<file path="config.mk">
export PLATFORM = sky130hd
export DESIGN_NAME = i2c_slave_regfile_ctrl
export DESIGN_NICKNAME = d
export VERILOG_FILES = /design/src/rtl/i2c_slave_regfile_ctrl.sv
export SDC_FILE = /design/constraint.sdc
export NUM_CORES = 1
export LEC_CHECK = 0
export BUFFER_PORTS_ARGS = -buffer_cell sky130_fd_sc_hd__clkbuf_2
export CAP_MARGIN = 20
export CORE_UTILIZATION = 49
export CTS_CLUSTER_DIAMETER = 30
export DETAILED_ROUTE_END_ITERATION = 6
export PLACE_DENSITY_LB_ADDON = 0.1
export SLEW_MARGIN = 20
export SYNTH_ARGS = -nofsm -noshare
export SYNTH_HDL_FRONTEND = slang
export SYNTH_SLANG_ARGS = --single-unit
</file>
<file path="constraint.sdc">
create_clock -name clk -period 3 [get_ports clk]
set_input_delay 0.9 -clock clk [delete_from_list [all_inputs] [get_ports clk]]
set_output_delay 0.9 -clock clk [all_outputs]
set_load 0.02 [all_outputs]
</file>
<file path="src/rtl/i2c_slave_regfile_ctrl.sv">
// Register-file controller behind an I2C slave's AXI-stream byte ports.
// First byte of each I2C write loads the register pointer, later bytes are stored
// at the pointer with auto-increment, and I2C reads stream from the pointer.
// A host port shares the array; host writes take priority over I2C bytes.
//
// Ports:
//   clk, rst_n        clock, async active-low reset
//   wr_t*             master-written byte stream (tready = !host_wr_en)
//   rd_t*             byte stream returned to the I2C master
//   bus_addressed     slave currently addressed; low forces pointer phase
//   host_*            host address / write strobe / data / registered read data
//   reg_wr_strobe/addr  pulse + address for each I2C-originated write
//   ptr               current register pointer
module i2c_slave_regfile_ctrl #(
    parameter int ADDR_WIDTH = 4
) (
    input  logic                  clk,
    input  logic                  rst_n,
    input  logic [7:0]            wr_tdata,
    input  logic                  wr_tvalid,
    output logic                  wr_tready,
    input  logic                  wr_tlast,
    output logic [7:0]            rd_tdata,
    output logic                  rd_tvalid,
    input  logic                  rd_tready,
    input  logic                  bus_addressed,
    input  logic [ADDR_WIDTH-1:0] host_addr,
    input  logic                  host_wr_en,
    input  logic [7:0]            host_wr_data,
    output logic [7:0]            host_rd_data,
    output logic                  reg_wr_strobe,
    output logic [ADDR_WIDTH-1:0] reg_wr_addr,
    output logic [ADDR_WIDTH-1:0] ptr
);

    localparam int DEPTH = 1 << ADDR_WIDTH;

    typedef enum logic {
        ST_PTR  = 1'b0,
        ST_DATA = 1'b1
    } state_e;

    state_e                state_q, state_d;
    logic [ADDR_WIDTH-1:0] ptr_q, ptr_d;
    logic [7:0]            mem_q [DEPTH];
    logic [7:0]            rd_tdata_q;
    logic                  rd_tvalid_q;
    logic [7:0]            host_rd_data_q;
    logic                  reg_wr_strobe_q;
    logic [ADDR_WIDTH-1:0] reg_wr_addr_q;

    logic                  wr_fire;
    logic                  ptr_load;
    logic                  data_wr;
    logic                  rd_fire;

    // Host writes own the array port; an I2C byte simply waits (SCL stretched).
    assign wr_tready = !host_wr_en;

    // Bytes are only meaningful while addressed; otherwise the FSM idles in PTR.
    assign wr_fire  = wr_tvalid && wr_tready && bus_addressed;
    assign ptr_load = wr_fire && (state_q == ST_PTR);
    assign data_wr  = wr_fire && (state_q == ST_DATA);
    assign rd_fire  = rd_tvalid_q && rd_tready;

    always_comb begin
        state_d = state_q;
        ptr_d   = ptr_q;

        if (!bus_addressed) begin
            state_d = ST_PTR;
        end else if (wr_fire) begin
            state_d = wr_tlast ? ST_PTR : ST_DATA;
        end

        // Write-side pointer updates win over a coincident read increment.
        if (ptr_load) begin
            ptr_d = wr_tdata[ADDR_WIDTH-1:0];
        end else if (data_wr) begin
            ptr_d = ptr_q + 1'b1;
        end else if (rd_fire) begin
            ptr_d = ptr_q + 1'b1;
        end
    end

    always_ff @(posedge clk or negedge rst_n) begin
        if (!rst_n) begin
            state_q         <= ST_PTR;
            ptr_q           <= '0;
            rd_tdata_q      <= 8'h00;
            rd_tvalid_q     <= 1'b0;
            host_rd_data_q  <= 8'h00;
            reg_wr_strobe_q <= 1'b0;
            reg_wr_addr_q   <= '0;
            for (int i = 0; i < DEPTH; i++) begin
                mem_q[i] <= 8'h00;
            end
        end else begin
            state_q <= state_d;
            ptr_q   <= ptr_d;

            if (host_wr_en) begin
                mem_q[host_addr] <= host_wr_data;
            end else if (data_wr) begin
                mem_q[ptr_q] <= wr_tdata;
            end

            reg_wr_strobe_q <= data_wr;
            if (data_wr) begin
                reg_wr_addr_q <= ptr_q;
            end

            // Prefetch at the next pointer so a new pointer is readable at once.
            rd_tdata_q <= mem_q[ptr_d];

            // One bubble after each handshake while the prefetch refreshes.
            rd_tvalid_q <= !rd_fire;

            host_rd_data_q <= mem_q[host_addr];
        end
    end

    assign rd_tdata      = rd_tdata_q;
    assign rd_tvalid     = rd_tvalid_q;
    assign host_rd_data  = host_rd_data_q;
    assign reg_wr_strobe = reg_wr_strobe_q;
    assign reg_wr_addr   = reg_wr_addr_q;
    assign ptr           = ptr_q;

endmodule

</file>
==> flow_summary.html <==
<table>
<tr><th>Metric</th><th>Value</th></tr>
<tr><th colspan="2">Outcome</th></tr>
<tr><td>Status</td><td>completed</td></tr>
<tr><th colspan="2">Flow run</th></tr>
<tr><td>Max cap viols</td><td>0</td></tr>
<tr><th colspan="2">Yosys</th></tr>
<tr><td>Part of the Yosys area used for sequential elements</td><td>41.1%</td></tr>
<tr><td>Area leader, netlist</td><td>sky130_fd_sc_hd__dfrtp_1</td></tr>
<tr><td>Synth top area cells</td><td>sky130_fd_sc_hd__dfrtp_1 (41%), sky130_fd_sc_hd__mux4_2 (9.6%), sky130_fd_sc_hd__nand2_1 (8.7%)</td></tr>
<tr><td>Area of the mapped netlist</td><td>9430 um^2</td></tr>
<tr><td>Count leader, synth</td><td>sky130_fd_sc_hd__nand2_1</td></tr>
<tr><td>Gate count after technology mapping</td><td>990</td></tr>
<tr><td>Proportion of register bits with asynchronous set or reset after synthesis</td><td>between 90% and 100%</td></tr>
<tr><td>Register bit total from synthesis</td><td>155</td></tr>
<tr><td>Commonest cells in the netlist</td><td>sky130_fd_sc_hd__nand2_1 (218), sky130_fd_sc_hd__dfrtp_1 (155), sky130_fd_sc_hd__o21ai_0 (140)</td></tr>
<tr><td>Synthesized area per cell</td><td>between 9 and 10 um^2</td></tr>
<tr><td>Most used flip-flop cell after synthesis</td><td>sky130_fd_sc_hd__dfrtp_1</td></tr>
<tr><td>Number of distinct library cell variants in the gate-level netlist after synthesis</td><td>48</td></tr>
<tr><td>Count of flip-flops with a built-in enable after synthesis</td><td>0</td></tr>
<tr><td>Share of the synthesized area in the top cell type</td><td>around 41%</td></tr>
<tr><td>Number of warning messages in the yosys log</td><td>0</td></tr>
<tr><td>Post-synth net total</td><td>1021</td></tr>
<tr><th colspan="2">Pwr</th></tr>
<tr><td>Switching pwr</td><td>0.00270 W</td></tr>
<tr><td>Maximum vdd ir drop</td><td>384 uV</td></tr>
<tr><td>Sequential Power Share</td><td>38.1%</td></tr>
<tr><td>Power per cell area</td><td>649 nW/um^2</td></tr>
<tr><td>Internal power of the cells</td><td>0.00427 W</td></tr>
<tr><td>Leakage power</td><td>4.29 nW</td></tr>
<tr><td>Combinational fraction of design power</td><td>roughly a third</td></tr>
<tr><td>Switching fraction of total power</td><td>38.8%</td></tr>
<tr><td>Clock group share of total power</td><td>29.9%</td></tr>
<tr><th colspan="2">Setup path</th></tr>
<tr><td>Reg2Reg Depth</td><td>9</td></tr>
<tr><td>Dominant delay contributor by cell family on the critical path</td><td>compound AO/OA/AOI/OAI gates</td></tr>
<tr><td>Worst Path Buf+Inv</td><td>2</td></tr>
<tr><td>Slowest CP cell</td><td>sky130_fd_sc_hd__dfrtp_1</td></tr>
<tr><td>Data required time of the worst path</td><td>3.32 ns</td></tr>
<tr><td>Critical path start-end classification</td><td>register to register</td></tr>
<tr><td>Delay contributed by the slowest stage of the critical path</td><td>about 0.48 ns</td></tr>
<tr><td>Endpoint type of the worst setup path</td><td>register</td></tr>
<tr><td>Endpoint arrival time on the critical path</td><td>3.09 ns</td></tr>
<tr><td>Critical path startpoint category</td><td>register</td></tr>
<tr><td>Total number of cells along the worst setup path</td><td>9</td></tr>
<tr><td>Cells along the critical path</td><td>inv_1 -&gt; ha_1 -&gt; mux2_2 -&gt; nand2b_4 -&gt; buf_4 -&gt; a21boi_0 -&gt; o32ai_2 -&gt; o32ai_1 -&gt; a221o_1</td></tr>
<tr><td>Max FO, Critical Path</td><td>40</td></tr>
<tr><th colspan="2">GRT</th></tr>
<tr><td>Global-route wire length before repair</td><td>54200 um</td></tr>
<tr><td>Vias in the first global route</td><td>8236</td></tr>
<tr><td>Maximum number of pins on one net before global-route repair</td><td>60</td></tr>
<tr><td>Overall Global Routing Usage</td><td>38.2%</td></tr>
<tr><td>Sum of overflow across all layers after global routing</td><td>0</td></tr>
<tr><td>Number of antenna violations at the first check in global routing</td><td>0</td></tr>
<tr><th colspan="2">Layout</th></tr>
<tr><td>Post-route cell area</td><td>roughly 11000 um^2</td></tr>
<tr><td>Area growth from synthesis to layout</td><td>13.8%</td></tr>
<tr><td>Final Instance Count excl. Fillers</td><td>roughly 1300</td></tr>
<tr><td>Ratio of cells with drive above 1 in the final layout</td><td>between 20% and 30%</td></tr>
<tr><td>Filler Cells Inserted</td><td>1638</td></tr>
<tr><td># nets final</td><td>1068</td></tr>
<tr><th colspan="2">Clock network</th></tr>
<tr><td>Root buffer cell</td><td>sky130_fd_sc_hd__clkbuf_16</td></tr>
<tr><td>Resize count post-CTS</td><td>0</td></tr>
<tr><td>Total clock buffers created by CTS</td><td>17</td></tr>
<tr><td>Post-cts hold buffer count</td><td>0</td></tr>
<tr><td>Count of clock tree sinks</td><td>155</td></tr>
<tr><td>Later-pin clock latency in the skew report</td><td>approximately 0.44 ns</td></tr>
<tr><td>CTS tree</td><td>built</td></tr>
<tr><td>CTS H-tree lvls</td><td>4</td></tr>
<tr><td>Largest buffer count on any clock path</td><td>2</td></tr>
<tr><td>Clock-pin slew on the worst setup and hold paths</td><td>0.07 ns</td></tr>
<tr><td>Post-CTS Repair Setup Buffers</td><td>0</td></tr>
<tr><th colspan="2">Die</th></tr>
<tr><td>Die Ht</td><td>approximately 140 um</td></tr>
<tr><td>Die Wd</td><td>141 um</td></tr>
<tr><td>Number of rows in the core area</td><td>50</td></tr>
<tr><td>Area of the die</td><td>19800 um^2</td></tr>
<tr><td>Effective utilization at floorplan</td><td>roughly half</td></tr>
<tr><td>Number of ports placed on the die boundary</td><td>between 50 and 60</td></tr>
<tr><td>Placeable core area</td><td>18800 um^2</td></tr>
<tr><th colspan="2">Placed design</th></tr>
<tr><td>Number of buffers added on ports</td><td>53</td></tr>
<tr><td>Dpl hpwl</td><td>roughly 26000 um</td></tr>
<tr><td>Placed cells</td><td>around 1200</td></tr>
<tr><td>RD Place Congestion</td><td>0.943</td></tr>
<tr><td>Post-DP Area</td><td>between 10000 and 15000 um^2</td></tr>
<tr><th colspan="2">Worst hold path</th></tr>
<tr><td>Worst min path class</td><td>primary input to asynchronous set/reset pin</td></tr>
<tr><th colspan="2">Route</th></tr>
<tr><td>Number of design-rule violations left by the first detailed-router iteration</td><td>1352</td></tr>
<tr><td>Detailed-route wire length per cell</td><td>28.2 um</td></tr>
<tr><td>Post-detailed-route DRC marker count</td><td>0</td></tr>
<tr><td>Antenna-violating nets left</td><td>0</td></tr>
<tr><td>Avg Vias per Cell</td><td>6.85</td></tr>
<tr><td>Routed vias</td><td>8808</td></tr>
<tr><td>Total wire length after detailed routing</td><td>36200 um</td></tr>
<tr><td>Initial DRT Pass Iterations</td><td>5</td></tr>
<tr><th colspan="2">Timing</th></tr>
<tr><td>Peak Freq</td><td>361 MHz</td></tr>
<tr><td>Time the final worst path needs with I/O delays and setup</td><td>between 2 and 3 ns</td></tr>
<tr><td>Share of the cycle needed by the critical path after routing</td><td>a little over 90%</td></tr>
<tr><td>Tightest slew margin relative to the limit</td><td>27.3%</td></tr>
<tr><td>Slew @ Worst Pin</td><td>~1.1 ns</td></tr>
<tr><td>Slew Viols, Final</td><td>0</td></tr>
<tr><td>Setup repair after global routing missed its margin</td><td>false</td></tr>
<tr><td>Clk_skew</td><td>0.0116 ns</td></tr>
<tr><td>Number of setup violations in the final report</td><td>0</td></tr>
<tr><td>Fin. Hold Viols</td><td>0</td></tr>
</table>
## worst paths after layout
check,start,slack [ns],to
worst max-delay path,ptr[1],0.23,rd_tdata[5]
worst min-delay path,rst_n,0.44,rd_tvalid
worst max register to register,ptr[1],0.23,rd_tdata[5]
worst min register to register,reg_wr_addr[2],0.47,reg_wr_addr[2]
max in group asynchronous,rst_n,1.87,mem_q[23]
min in group clk,reg_wr_addr[2],0.47,reg_wr_addr[2]
## placed cells by master, fill, tap and decap left out, drive strengths merged, types with 9 or more instances in the layout
cell type and n:
buf 64, a22oi 62, clkbuf 71, dfrtp 155, o22a 82, o21ai 140
a32oi 16, nand3 11, a21boi 17, and3 32, inv 14, o32ai 16
and2 11, nor2b 9, a21oi 19, mux4 40, nand2 218, a211oi 17
## power by group through the flow
stage	combinational (W)	sequential [W]	clock, W
finish	0.00223	0.00265	0.00209
global route	0.00238	0.00266	0.00217
CTS	0.00217	0.00263	0.00209
detailed placement	0.00217	0.00267	0
global placement	0.00216	0.00267	0
floorplan	0.00131	0.00264	0
## routing by layer
layer  part of all wire (%)  GRT usage, %
met1                     42          56.0
met2                     42          54.4
met3                     12          8.42
met4                    4.2          16.1
met5                      0             0
## sequential cells by signal, indices dropped and copies added (netlist names)
signal         flops
rd_tdata           8
ptr                4
state_q            1
reg_wr_strobe      1
reg_wr_addr        4
mem_q            128
rd_tvalid          1
host_rd_data       8
## through the flow
step / setup TNS (ns) / setup WS, ns / power (W) / util [%] / hold slack (ns)
after global routing: 0 / 0.0901 / 0.00721 / 57.2 / 0.478
after detailed placement: -0.00590 / -0.00331 / 0.00484 / 54.1 / 0.463
final: 0 / 0.229 / 0.00697 / 57.2 / 0.438
after floorplan: 0 / 0.361 / 0.00395 / - / 0.458
after global placement: 0 / 0.0273 / 0.00483 / 54.1 / 0.464
after CTS: 0 / 0.316 / 0.00690 / 57.1 / 0.454
## logic make-up after synthesis
logic type	after synthesis	synth area share, %
compound gates	391	29.4
fa+ha+maj	4	0.531
buf+inv	96	4.55
flops	155	41.1
mux	44	10.3
simple gates	300	14.1
## area by class of cell
class	instances	area, um^2	share of cell area [%]
Antenna cell	1	2.50	0.0233
Clock buffer	18	439	4.09
Clock inverter	14	110	1.03
Inverter	7	26.3	0.245
Multi-Input combinational cell	739	5120	47.7
Sequential cell	155	3880	36.1
Tap cell	234	293	2.73
Timing Repair Buffer	117	862	8.03
(Power assumes the default switching activity.)
